<file path="src/rtl/lsu_mem_if.sv">
// lsu_mem_if: load/store initiator for a word-indexed data memory.
// Accepts one load or store at a time, issues word read/write requests over a
// req/ack handshake, performs read-modify-write for SB/SH and lane extraction
// with sign/zero extension for LB/LH/LBU/LHU. Reports misaligned, illegal and
// timeout faults.
//
// Ports:
//   clk, rst                  clock (rising edge), async active-high reset
//   start, is_load, is_store  command strobe and kind (sampled only in IDLE)
//   funct3, addr, wdata       RISC-V width/sign field, byte address, store data
//   busy, done                not-IDLE flag, one-cycle completion pulse
//   rdata, fault              extended load result, 0 ok/1 misaligned/2 illegal/3 timeout
//   mem_req, mem_we           memory request and write enable
//   mem_addr, mem_wdata       word index and full write word
//   mem_rdata, mem_ack        read word and request-complete handshake
module lsu_mem_if #(
    parameter int TIMEOUT = 16
) (
    input  logic        clk,
    input  logic        rst,
    input  logic        start,
    input  logic        is_load,
    input  logic        is_store,
    input  logic [2:0]  funct3,
    input  logic [31:0] addr,
    input  logic [31:0] wdata,
    output logic        busy,
    output logic        done,
    output logic [31:0] rdata,
    output logic [1:0]  fault,
    output logic        mem_req,
    output logic        mem_we,
    output logic [31:0] mem_addr,
    output logic [31:0] mem_wdata,
    input  logic [31:0] mem_rdata,
    input  logic        mem_ack
);

    typedef enum logic [1:0] {IDLE = 2'd0, RD = 2'd1, WR = 2'd2, FIN = 2'd3} state_t;

    // Counter value on the last request cycle before an access is aborted.
    localparam logic [7:0] TLIM = 8'(TIMEOUT - 1);

    state_t      state_r;
    logic        load_r;
    logic [2:0]  f3_r;
    logic [1:0]  lane_r;
    logic [31:0] wdata_r;
    logic [7:0]  tcnt_r;
    logic [1:0]  dec_fault_s;
    logic        timeout_s;

    // Extract the addressed byte/half from a memory word and extend it.
    function automatic logic [31:0] load_extract(input logic [31:0] word,
                                                 input logic [2:0]  f3,
                                                 input logic [1:0]  lane);
        logic [31:0] shifted;
        logic [15:0] half;
        logic [31:0] res;
        shifted = word >> {lane, 3'b000};
        half    = lane[1] ? word[31:16] : word[15:0];
        case (f3)
            3'd0:    res = {{24{shifted[7]}}, shifted[7:0]};
            3'd4:    res = {24'h000000, shifted[7:0]};
            3'd1:    res = {{16{half[15]}}, half};
            3'd5:    res = {16'h0000, half};
            default: res = word;
        endcase
        return res;
    endfunction

    // Replace the selected lane(s) of the old memory word with store data.
    function automatic logic [31:0] store_merge(input logic [31:0] word,
                                                input logic [31:0] data,
                                                input logic [2:0]  f3,
                                                input logic [1:0]  lane);
        logic [31:0] res;
        res = word;
        case (f3)
            3'd0: begin
                case (lane)
                    2'd0:    res[7:0]   = data[7:0];
                    2'd1:    res[15:8]  = data[7:0];
                    2'd2:    res[23:16] = data[7:0];
                    2'd3:    res[31:24] = data[7:0];
                    default: res        = word;
                endcase
            end
            3'd1: begin
                if (lane[1]) begin
                    res[31:16] = data[15:0];
                end else begin
                    res[15:0] = data[15:0];
                end
            end
            default: res = data;
        endcase
        return res;
    endfunction

    // Classify the incoming command: 0 = legal, 1 = misaligned, 2 = illegal.
    always_comb begin
        dec_fault_s = 2'd0;
        if (is_load && is_store) begin
            dec_fault_s = 2'd2;
        end else if (is_load || is_store) begin
            case (funct3)
                3'd0:    dec_fault_s = 2'd0;
                3'd1:    dec_fault_s = addr[0] ? 2'd1 : 2'd0;
                3'd2:    dec_fault_s = (addr[1:0] != 2'b00) ? 2'd1 : 2'd0;
                3'd4:    dec_fault_s = is_load ? 2'd0 : 2'd2;
                3'd5:    dec_fault_s = is_load ? (addr[0] ? 2'd1 : 2'd0) : 2'd2;
                default: dec_fault_s = 2'd2;
            endcase
        end else begin
            dec_fault_s = 2'd0;
        end
    end

    assign timeout_s = (tcnt_r == TLIM);

    // Command FSM with registered handshake and result outputs.
    always_ff @(posedge clk or posedge rst) begin
        if (rst) begin
            state_r   <= IDLE;
            busy      <= 1'b0;
            done      <= 1'b0;
            rdata     <= 32'h0000_0000;
            fault     <= 2'd0;
            mem_req   <= 1'b0;
            mem_we    <= 1'b0;
            mem_addr  <= 32'h0000_0000;
            mem_wdata <= 32'h0000_0000;
            load_r    <= 1'b0;
            f3_r      <= 3'd0;
            lane_r    <= 2'd0;
            wdata_r   <= 32'h0000_0000;
            tcnt_r    <= 8'd0;
        end else begin
            case (state_r)
                IDLE: begin
                    done <= 1'b0;
                    if (start && (is_load || is_store)) begin
                        busy    <= 1'b1;
                        load_r  <= is_load;
                        f3_r    <= funct3;
                        lane_r  <= addr[1:0];
                        wdata_r <= wdata;
                        tcnt_r  <= 8'd0;
                        fault   <= dec_fault_s;
                        if (dec_fault_s != 2'd0) begin
                            state_r <= FIN;
                            done    <= 1'b1;
                        end else begin
                            mem_req  <= 1'b1;
                            mem_addr <= {2'b00, addr[31:2]};
                            // Full-word stores need no read phase.
                            if (is_store && (funct3 == 3'd2)) begin
                                state_r   <= WR;
                                mem_we    <= 1'b1;
                                mem_wdata <= wdata;
                            end else begin
                                state_r <= RD;
                                mem_we  <= 1'b0;
                            end
                        end
                    end else begin
                        busy <= 1'b0;
                    end
                end
                RD: begin
                    if (mem_ack) begin
                        tcnt_r <= 8'd0;
                        if (load_r) begin
                            rdata   <= load_extract(mem_rdata, f3_r, lane_r);
                            mem_req <= 1'b0;
                            state_r <= FIN;
                            done    <= 1'b1;
                        end else begin
                            // Request stays high: read phase flows straight into write.
                            mem_wdata <= store_merge(mem_rdata, wdata_r, f3_r, lane_r);
                            mem_we    <= 1'b1;
                            state_r   <= WR;
                        end
                    end else if (timeout_s) begin
                        mem_req <= 1'b0;
                        fault   <= 2'd3;
                        state_r <= FIN;
                        done    <= 1'b1;
                    end else begin
                        tcnt_r <= tcnt_r + 8'd1;
                    end
                end
                WR: begin
                    if (mem_ack) begin
                        mem_req <= 1'b0;
                        mem_we  <= 1'b0;
                        state_r <= FIN;
                        done    <= 1'b1;
                    end else if (timeout_s) begin
                        mem_req <= 1'b0;
                        mem_we  <= 1'b0;
                        fault   <= 2'd3;
                        state_r <= FIN;
                        done    <= 1'b1;
                    end else begin
                        tcnt_r <= tcnt_r + 8'd1;
                    end
                end
                FIN: begin
                    done    <= 1'b0;
                    busy    <= 1'b0;
                    state_r <= IDLE;
                end
                default: begin
                    state_r <= IDLE;
                    busy    <= 1'b0;
                    done    <= 1'b0;
                    mem_req <= 1'b0;
                    mem_we  <= 1'b0;
                end
            endcase
        end
    end

endmodule
</file>
<file path="config.mk">
export PLATFORM = sky130hd
export DESIGN_NAME = lsu_mem_if
export DESIGN_NICKNAME = d
export VERILOG_FILES = /design/src/rtl/lsu_mem_if.sv
export SDC_FILE = /design/constraint.sdc
export NUM_CORES = 1
export LEC_CHECK = 0
export ABC_AREA = 0
export CORE_ASPECT_RATIO = 1.2
export CORE_UTILIZATION = 48
export DETAILED_ROUTE_END_ITERATION = 7
export MAX_ROUTING_LAYER = met4
export PLACE_DENSITY = 0.82
export SETUP_SLACK_MARGIN = 0.02
export SYNTH_ARGS = -nofsm -noshare
export SYNTH_HDL_FRONTEND = slang
export SYNTH_SLANG_ARGS = --single-unit
</file>
<file path="constraint.sdc">
create_clock -name clk -period 6.9 [get_ports clk]
set_clock_uncertainty 0.15 [all_clocks]
set_input_delay 1.38 -clock clk [delete_from_list [all_inputs] [get_ports clk]]
set_output_delay 1.38 -clock clk [all_outputs]
set_load 0.05 [all_outputs]
</file>
==> results of run 1 <==
## how the worst min path moves through the flow
| stage | from | endpoint | slack (ns) | cells after the start |
|---|---|---|---|---|
| 6_report | mem_wdata[6] | mem_wdata[6] | 0.32 | 2 |
| 3_5_place_dp | mem_wdata[6] | mem_wdata[6] | 0.32 | 2 |
| 4_1_cts | mem_wdata[6] | mem_wdata[6] | 0.33 | 2 |
| 5_1_grt | mem_addr[6] | mem_addr[6] | 0.35 | 1 |
| 2_1_floorplan | tcnt_r[7] | tcnt_r[7] | 0.30 | 1 |
| 3_3_place_gp | mem_wdata[6] | mem_wdata[6] | 0.31 | 2 |
## sequential cells by signal, summed over array words and instances, names as in the netlist
signal	count
busy	1
load_r	1
rdata	32
mem_wdata	32
mem_req	1
mem_addr	30
mem_we	1
f3_r	3
tcnt_r	8
done	1
fault	2
lane_r	2
wdata_r	32
state_r	2
## worst max-delay path: stages
cell	delay, ns
clkdlybuf4s50_1	0.63
nor2_1	0.10
or2_2	0.67
nor3_4	0.32
buf_4	0.38
mux2_1	0.37
## metal layers
metal	share of wire [%]	wire length (µm)	vias up	GRT usage (%)
met5	0	0	-	-
met4	3.3	673	0	13.20
met3	6.3	1277	55	5.376
met2	50	10240	267	45.01
met1	40	8185	3031	33.50
li1	-	-	2956	-
## final cells by class
cell class | instances | area [µm²]
clock buffers | 21 | 460.4
clock inverters | 10 | 131.4
fillers | 1128 | 4900
inverters | 9 | 38.79
multi-input cells | 524 | 3445
flip-flops and latches | 148 | 3704
well taps | 204 | 255.2
repair buffers | 210 | 2087
## cells in the mapped netlist (all sizes together) (2+ instances only)
cell / n
nor2: 39
mux2i: 40
and3: 2
buf: 21
a22o: 10
a221oi: 3
o21ai: 90
nand3: 4
nor3b: 2
ha: 6
nand2b: 3
o211ai: 9
a21o: 3
a31oi: 9
or2: 4
clkbuf: 28
nor4: 2
o32a: 2
o31ai: 4
mux2: 70
o22ai: 15
a21oi: 46
nor3: 8
a2bb2oi: 2
inv: 9
dfrtp: 148
a22oi: 7
nor2b: 8
nand2: 118
## cell families (layout without fill, tap and decap cells)
family | count (synthesis) | in the layout
adder cells (fa/ha/maj) | 6 | 6
XOR/XNOR | 1 | 1
multiplexers | 111 | 111
other | 1 | 2
AO/OA/AOI/OAI | 210 | 210
flip-flops | 148 | 148
buffers and inverters | 58 | 250
AND/OR/NAND/NOR | 194 | 194
## report_power, final
part	leakage [nW]	switching, mW	internal, mW
Clock	0.292	0.348	0.582
Combinational	2.22	1.97	1.14
Sequential	1.80	0.320	1.28
==> flow_metrics.env, run 1 <==
export IMPL_status="completed"
export IMPL_core_mm2=0.01502
export IMPL_cts_setup_buffers=0
export IMPL_grt_pass1_vias=6103
export IMPL_routed_wl_mm=20.37
export IMPL_final_hold_viol_count=0
export IMPL_die_y_um=137.9
export IMPL_gp_congestion=0.9546
export IMPL_synthArstFlopShare_pct=100.0
export IMPL_netlist_instances=729
export IMPL_grt_overflow_total=0
export IMPL_vias_per_cell=5.603
export IMPL_syn_avg_cell_area_um2=10.13
export IMPL_synth_area_leaders="dfrtp_1 (50%), mux2_2 (6.3%), nand2_1 (5.9%)"
export IMPL_htreeDepth=4
export IMPL_wire_per_inst_um=18.09
export IMPL_path_class="primary input to register"
export IMPL_final_util_pct=67.38
export IMPL_drive_gt1_share_pct=10.09
export IMPL_final_common_cell="clkdlybuf4s50_1"
export IMPL_regToRegStartpoint="state_r[0]"
export IMPL_final_cell_mix="clkdlybuf4s50_1 (204), dfrtp_1 (148), nand2_1 (117), o21ai_0 (81), a21oi_1 (46)"
export IMPL_hold_slack_ns=0.3240
export IMPL_slew_viol_final=0
export IMPL_critPathMaxFanout=45
export IMPL_peakVddDrop_mv=0.3368
export IMPL_synth_ff_type="dfrtp_1"
export IMPL_clock_path_buffers=2
export IMPL_die_area_mm2=0.01589
export IMPL_synth_edf_count=0
export IMPL_synth_xor_area_share_pct=0.1186
export IMPL_syn_area_mm2=0.007385
export IMPL_place_area_mm2=0.009529
export IMPL_r2r_cells=7
export IMPL_grt_use_total_pct=27.76
export IMPL_dpl_hpwl_mm=14.58
export IMPL_setup_tns_ns=0
export IMPL_antenna_found_initial=0
export IMPL_ios=207
export IMPL_fin_cells=1126
export IMPL_ys_seq_elements=148
export IMPL_yosys_area_share_adder_pct=1.017
export IMPL_clk_insertion_delay_late_ns=0.42
export IMPL_postCtsHoldBufs=0
export IMPL_cts_clk_slew_worst_paths_ns=0.06
export IMPL_leakage_nw=4.316
export IMPL_design_area_mm2=0.01012
export IMPL_period_share_pct=54.29
export IMPL_ys_seq_area_share_pct=50.15
export IMPL_slew_headroom_pct=21.92
export IMPL_crit_arrival_ns=3.90
export IMPL_place_ws_ns=2.719
export IMPL_min_period_ns=3.746
export IMPL_endpoint="mem_addr[12]"
export IMPL_clock_fmax_ghz=0.2670
export IMPL_drtAntennaViolNets=0
export IMPL_finalSetupViolCount=0
export IMPL_worstMarginPinSlew_ns=1.171
export IMPL_power_density_mw_per_mm2=557.6
export IMPL_cts_root_buffer="clkbuf_16"
export IMPL_numPortBuffers=204
export IMPL_grt_max_degree=83
export IMPL_cts_buffers=17
export IMPL_layout_nets=1021
export IMPL_drc=0
export IMPL_grt_setup_unrepaired="false"
export IMPL_yosysTopAreaCell="dfrtp_1"
export IMPL_grt_pass1_wl_mm=31.93
export IMPL_worstSetupEndpointType="register"
export IMPL_max_cap_violations=0
export IMPL_crit_required_ns=7.05
export IMPL_dieWidth_um=115.2
export IMPL_synth_mux_area_share_pct=16.40
export IMPL_drt_first_pass_iters=5
export IMPL_area_growth_synth_to_final_pct=37.06
export IMPL_cts_resized=0
export IMPL_initial_utilization_pct=49.16
export IMPL_vias=6309
export IMPL_yosysWarnings=0
export IMPL_synth_compound_area_share_pct=17.59
export IMPL_cts_sinks=148
export IMPL_synthSimpleGateAreaFrac_pct=11.28
export IMPL_initialDrtViolationCount=456
export IMPL_cts_tree="built"
export IMPL_hold_path_class="register to register"
export IMPL_synth_cell_type_count=60
export IMPL_r2r_end="mem_addr[12]"
export IMPL_place_inst=1095
export IMPL_synth_top_family_by_area="compound AO/OA/AOI/OAI gates"
export IMPL_placementRows=49
export IMPL_setup_ws_ns=3.154
export IMPL_total_power_mw=5.643
export IMPL_r2r_slack_ns=3.80
export IMPL_crit_path_start="is_store"
export IMPL_yosys_area_top_type_share_pct=50.15
export IMPL_cp_start_kind="primary input"
export IMPL_num_antenna_cells=0
(Power assumes the default switching activity.)
==> run 2: changes to the inputs <==
CORE_UTILIZATION = 44   (was 48)
PLACE_DENSITY = 0.79   (was 0.82)
clock period = 3.37 ns   (was 6.9 ns; I/O delays follow)
==> run 2 against run 1 <==
Worst hold slack gained 0.0020 ns; critical path depth is the same; utilization shrank 4.8 points; sequential cell count is the same; routed wire length grew 3.6%; combinational power grew 110%; first-iteration DRC count shrank 3.7%; sequential power grew 100%; worst setup slack lost 2.4 ns; highest routed layer unchanged.
==> flow_metrics.env, run 2 (synthesis gave the netlist of run 1 again) <==
export IMPL_status="completed"
export IMPL_layout_nets=1028
export IMPL_power_density_mw_per_mm2=1138
export IMPL_vias_per_cell=5.611
export IMPL_critPathTopFamily="simple AND/OR/NAND/NOR gates"
export IMPL_cp_start_kind="register"
export IMPL_initial_utilization_pct=45.21
export IMPL_reg_top3="mem_wdata (32), rdata (32), wdata_r (32)"
export IMPL_htreeDepth=4
export IMPL_numPortBuffers=204
export IMPL_dpl_hpwl_mm=15.44
export IMPL_pwr_share_comb_pct=55.6
export IMPL_worstSetupEndpointType="register"
export IMPL_sw_frac_of_total_pct=46.69
export IMPL_cts_setup_buffers=0
export IMPL_gp_congestion=0.8762
export IMPL_ios=207
export IMPL_routed_wl_mm=21.11
export IMPL_peakVddDrop_mv=0.6279
export IMPL_initialDrtViolationCount=439
export IMPL_finalSetupViolCount=0
export IMPL_grt_setup_unrepaired="false"
export IMPL_max_stage_delay_ns=0.86
export IMPL_area_growth_synth_to_final_pct=38.38
export IMPL_fill_cells=1359
export IMPL_grt_use_total_pct=25.71
export IMPL_cts_root_buffer="clkbuf_16"
export IMPL_clock_fmax_ghz=0.3781
export IMPL_clk_insertion_delay_late_ns=0.43
export IMPL_critPathSlowestCell="nor2_1"
export IMPL_place_inst=1110
export IMPL_placementRows=51
export IMPL_crit_path_cell_trace="nor2_1, o21ai_2, mux2i_1, nand2_1, o21ai_0, o21ai_1"
export IMPL_critPathBufInv=0
export IMPL_setup_tns_ns=0
export IMPL_slew_headroom_pct=31.56
export IMPL_p_clk_share_pct=16.4
export IMPL_cts_buffers=17
export IMPL_wire_per_inst_um=18.55
export IMPL_drc=0
export IMPL_cts_resized=0
export IMPL_drive_gt1_share_pct=10.49
export IMPL_grt_pass1_vias=6261
export IMPL_dieWidth_um=120.3
export IMPL_grt_max_degree=65
export IMPL_antenna_found_initial=1
export IMPL_die_area_mm2=0.01731
export IMPL_cts_tree="built"
export IMPL_final_hold_viol_count=0
export IMPL_final_common_cell="clkdlybuf4s50_1"
export IMPL_final_cell_mix="clkdlybuf4s50_1 (204), dfrtp_1 (148), nand2_1 (117), o21ai_0 (81), a21oi_1 (46)"
export IMPL_fin_cells=1138
export IMPL_critPathMaxFanout=16
export IMPL_vias=6385
export IMPL_grt_overflow_total=0
export IMPL_crit_arrival_ns=2.80
export IMPL_hold_path_class="register to register"
export IMPL_path_class="register to register"
export IMPL_postCtsHoldBufs=0
export IMPL_min_period_ns=2.645
export IMPL_slew_viol_final=0
export IMPL_multiInputGateArea_mm2=0.003445
export IMPL_grt_pass1_wl_mm=32.95
export IMPL_pwr_share_seq_pct=28.0
export IMPL_register_area_mm2=0.003704
export IMPL_cts_clk_slew_worst_paths_ns=0.06
export IMPL_clock_path_buffers=2
export IMPL_die_y_um=143.9
export IMPL_cts_sinks=148
export IMPL_period_share_pct=78.48
export IMPL_crit_required_ns=3.52
export IMPL_drt_first_pass_iters=6
export IMPL_drtAntennaViolNets=0
export IMPL_core_mm2=0.01634
export IMPL_power_net_switching_mw=5.432
export IMPL_worstMarginPinSlew_ns=1.023
export IMPL_internal_power_mw=6.202
export IMPL_leakage_nw=4.356
export IMPL_max_cap_violations=0
[run 2: through the flow]
step                instance area, µm²  total power, mW  worst slack (ns)  hold WS [ns]  util [%]
finish                           10220            11.63            0.7251        0.3260     62.55
global route                     10220            12.26            0.5502        0.3518     62.55
CTS                              10220            11.66            0.7273        0.3323     62.54
detailed placement                9641            9.727            0.4423        0.3207     59.01
global placement                  9641            9.590            0.5190        0.3116     59.01
floorplan                         7392            7.660            0.6850        0.2966         -
[run 2: worst min-delay path, stage by stage (launching register included)]
cell     delay [ns]
dfrtp_1        0.33
nand2_1        0.05
o21ai_0        0.06
[run 2: layout make-up]
type,count,area share [%]
inverter,9,0.3673
timing repair buffer,217,21.43
multi-input combinational,524,33.71
sequential,148,36.24
clock buffer,21,4.604
tap,212,2.596
antenna,1,0.02449
clock inverter,6,1.029
[run 2: worst paths after layout]
| check | start | endpoint | slack (ns) | cells past startpoint |
|---|---|---|---|---|
| min in group asynchronous | rst | mem_wdata[30] | 0.43 | 2 |
| hold / removal | mem_wdata[19] | mem_wdata[19] | 0.33 | 2 |
| hold reg to reg | mem_wdata[19] | mem_wdata[19] | 0.33 | 2 |
| max in group asynchronous | rst | mem_addr[3] | 1.94 | 3 |
| setup / recovery | f3_r[1] | mem_wdata[0] | 0.73 | 6 |
| setup reg to reg | f3_r[1] | mem_wdata[0] | 0.73 | 6 |
[run 2: metal layers]
layer | up-vias | share of wire, % | GRT usage, % | wire length, µm
met2 | 314 | 49 | 41.68 | 10320
met3 | 62 | 8.7 | 7.143 | 1828
met4 | 0 | 4.2 | 12.35 | 888
met1 | 3050 | 38 | 29.44 | 8075
met5 | - | 0 | - | 0
li1 | 2959 | - | - | -
[run 2: power by group through the flow]
stage	sequential (mW)	clock, mW	combinational (mW)
after floorplan	5.08	0	2.58
after global placement	3.23	0	6.36
after detailed placement	3.27	0	6.45
after CTS	3.25	1.92	6.48
after global routing	3.37	2.00	6.89
final	3.26	1.90	6.47
==> run 3: changes to the inputs <==
clock period = 2.2 ns   (was 3.37 ns; I/O delays follow)
==> run 3 against run 2 <==
Fmax increased by 25%; combinational power is 58% higher; register-to-register slack lost 0.64 ns; clock-buffer cell count grew 1; routed wire length up 1.9%; worst setup slack worse by 0.64 ns; worst hold slack lost 0.10 ns; via count grew 1.7%; largest power group unchanged.
==> flow_metrics.env, run 3 (synthesis gave the netlist of run 1 again) <==
export IMPL_power_density_mw_per_mm2=1697
export IMPL_final_cell_mix="dfrtp_1 (148), nand2_1 (116), clkdlybuf4s50_1 (99), o21ai_0 (81), buf_4 (69)"
export IMPL_ios=207
export IMPL_crit_path_cell_trace="inv_1, ha_4, nand2_1, or2_2, nor3_4, buf_12, buf_12, mux2_1"
export IMPL_design_area_mm2=0.01079
export IMPL_grt_overflow_total=0
export IMPL_grt_max_degree=83
export IMPL_cts_sinks=148
export IMPL_worstSetupEndpointType="register"
export IMPL_worstMarginPinSlew_ns=0.5735
export IMPL_crit_arrival_ns=2.27
export IMPL_critPathMaxFanout=15
export IMPL_cts_buffers=17
export IMPL_critPathSlowestCell="dfrtp_1"
export IMPL_grt_pass1_vias=6394
export IMPL_critPathTopFamily="simple AND/OR/NAND/NOR gates"
export IMPL_vias=6493
export IMPL_max_cap_violations=0
export IMPL_grt_setup_unrepaired="false"
export IMPL_max_stage_delay_ns=0.38
export IMPL_grt_pass1_wl_mm=33.38
export IMPL_postCtsHoldBufs=0
export IMPL_clock_fmax_ghz=0.4726
export IMPL_min_from="funct3[1]"
export IMPL_crit_path_start="state_r[0]"
export IMPL_drt_first_pass_iters=5
export IMPL_core_mm2=0.01634
export IMPL_critPathBufInv=3
export IMPL_gp_congestion=0.8954
export IMPL_crit_required_ns=2.36
export IMPL_routed_wl_mm=21.52
export IMPL_finalSetupViolCount=0
export IMPL_setup_ws_ns=0.08408
export IMPL_reg_top3="mem_wdata (32), rdata (32), wdata_r (32)"
export IMPL_die_y_um=143.9
export IMPL_final_common_cell="dfrtp_1"
export IMPL_initialDrtViolationCount=605
export IMPL_cts_tree="built"
export IMPL_drc=0
export IMPL_hold_path_class="primary input to register"
export IMPL_path_common_cell="buf_12"
export IMPL_slew_viol_final=0
export IMPL_status="completed"
export IMPL_total_power_mw=18.31
export IMPL_path_class="register to register"
export IMPL_layout_nets=1080
export IMPL_grt_use_total_pct=26.17
export IMPL_drtAntennaViolNets=0
export IMPL_antenna_found_initial=0
export IMPL_die_area_mm2=0.01731
export IMPL_cts_clk_slew_worst_paths_ns=0.06
export IMPL_area_growth_synth_to_final_pct=46.07
export IMPL_leakage_nw=5.162
export IMPL_wire_per_inst_um=18.01
export IMPL_period_share_pct=96.18
export IMPL_numPortBuffers=204
export IMPL_dieWidth_um=120.3
export IMPL_vias_per_cell=5.433
export IMPL_dpl_hpwl_mm=15.52
export IMPL_slew_headroom_pct=61.76
export IMPL_cts_root_buffer="clkbuf_16"
export IMPL_placementRows=51
export IMPL_final_hold_viol_count=0
export IMPL_cp_start_kind="register"
export IMPL_initial_utilization_pct=45.21
export IMPL_drive_gt1_share_pct=17.53
export IMPL_min_period_ns=2.116
export IMPL_regToRegStartpoint="state_r[0]"
export IMPL_place_ws_ns=-0.4014
export IMPL_place_area_mm2=0.01003
export IMPL_clk_insertion_delay_late_ns=0.43
export IMPL_peakVddDrop_mv=1.140
export IMPL_clock_path_buffers=2
export IMPL_htreeDepth=4
run 3: per-stage QoR:
step | instances | setup TNS (ns) | hold slack [ns] | util [%]
floorplan | 730 | -37.15 | 0.2966 | -
global placement | 1158 | -25.74 | 0.3102 | 61.37
detailed placement | 1158 | -29.96 | 0.3206 | 61.37
CTS | 1189 | 0 | 0.3332 | 65.05
global route | 1193 | 0 | 0.2421 | 66.00
finish | 1195 | 0 | 0.2251 | 66.03
run 3: area by class of cell:
type,count,area (µm²)
fill,1339,5549
sequential,148,3704
multi-input combinational,524,3468
timing repair buffer,269,2634
clock buffer,22,474.2
tap,212,265.3
clock inverter,9,198.9
inverter,9,37.54
antenna,2,5.005
run 3: worst paths after layout:
kind	endpoint	depth (start not counted)	slack (ns)
max	mem_addr[19]	8	0.08
min	f3_r[1]	2	0.23
max reg2reg	mem_addr[19]	8	0.08
min reg2reg	mem_wdata[31]	2	0.32
max in group asynchronous	rdata[12]	3	1.17
min in group asynchronous	mem_addr[28]	3	0.33
run 3: routing by layer:
layer  up-vias  track usage, %  share of wire (%)
met5         -               -                  0
met1      3061           31.29                 41
met3        59           5.198                6.3
li1       3092               -                  -
met4         0           13.71                3.8
met2       281           41.92                 49
run 3: what timing repair did:
action                     CTS  global route
cloned                       0             2
pin swaps                    0             3
setup endpoints to repair   58            63
gates resized for setup     58            36
buffers inserted             0             2
run 3: power breakdown:
part	internal (mW)	switching, mW
Combinational	3.65	6.51
Sequential	4.01	0.815
Clock	2.21	1.11
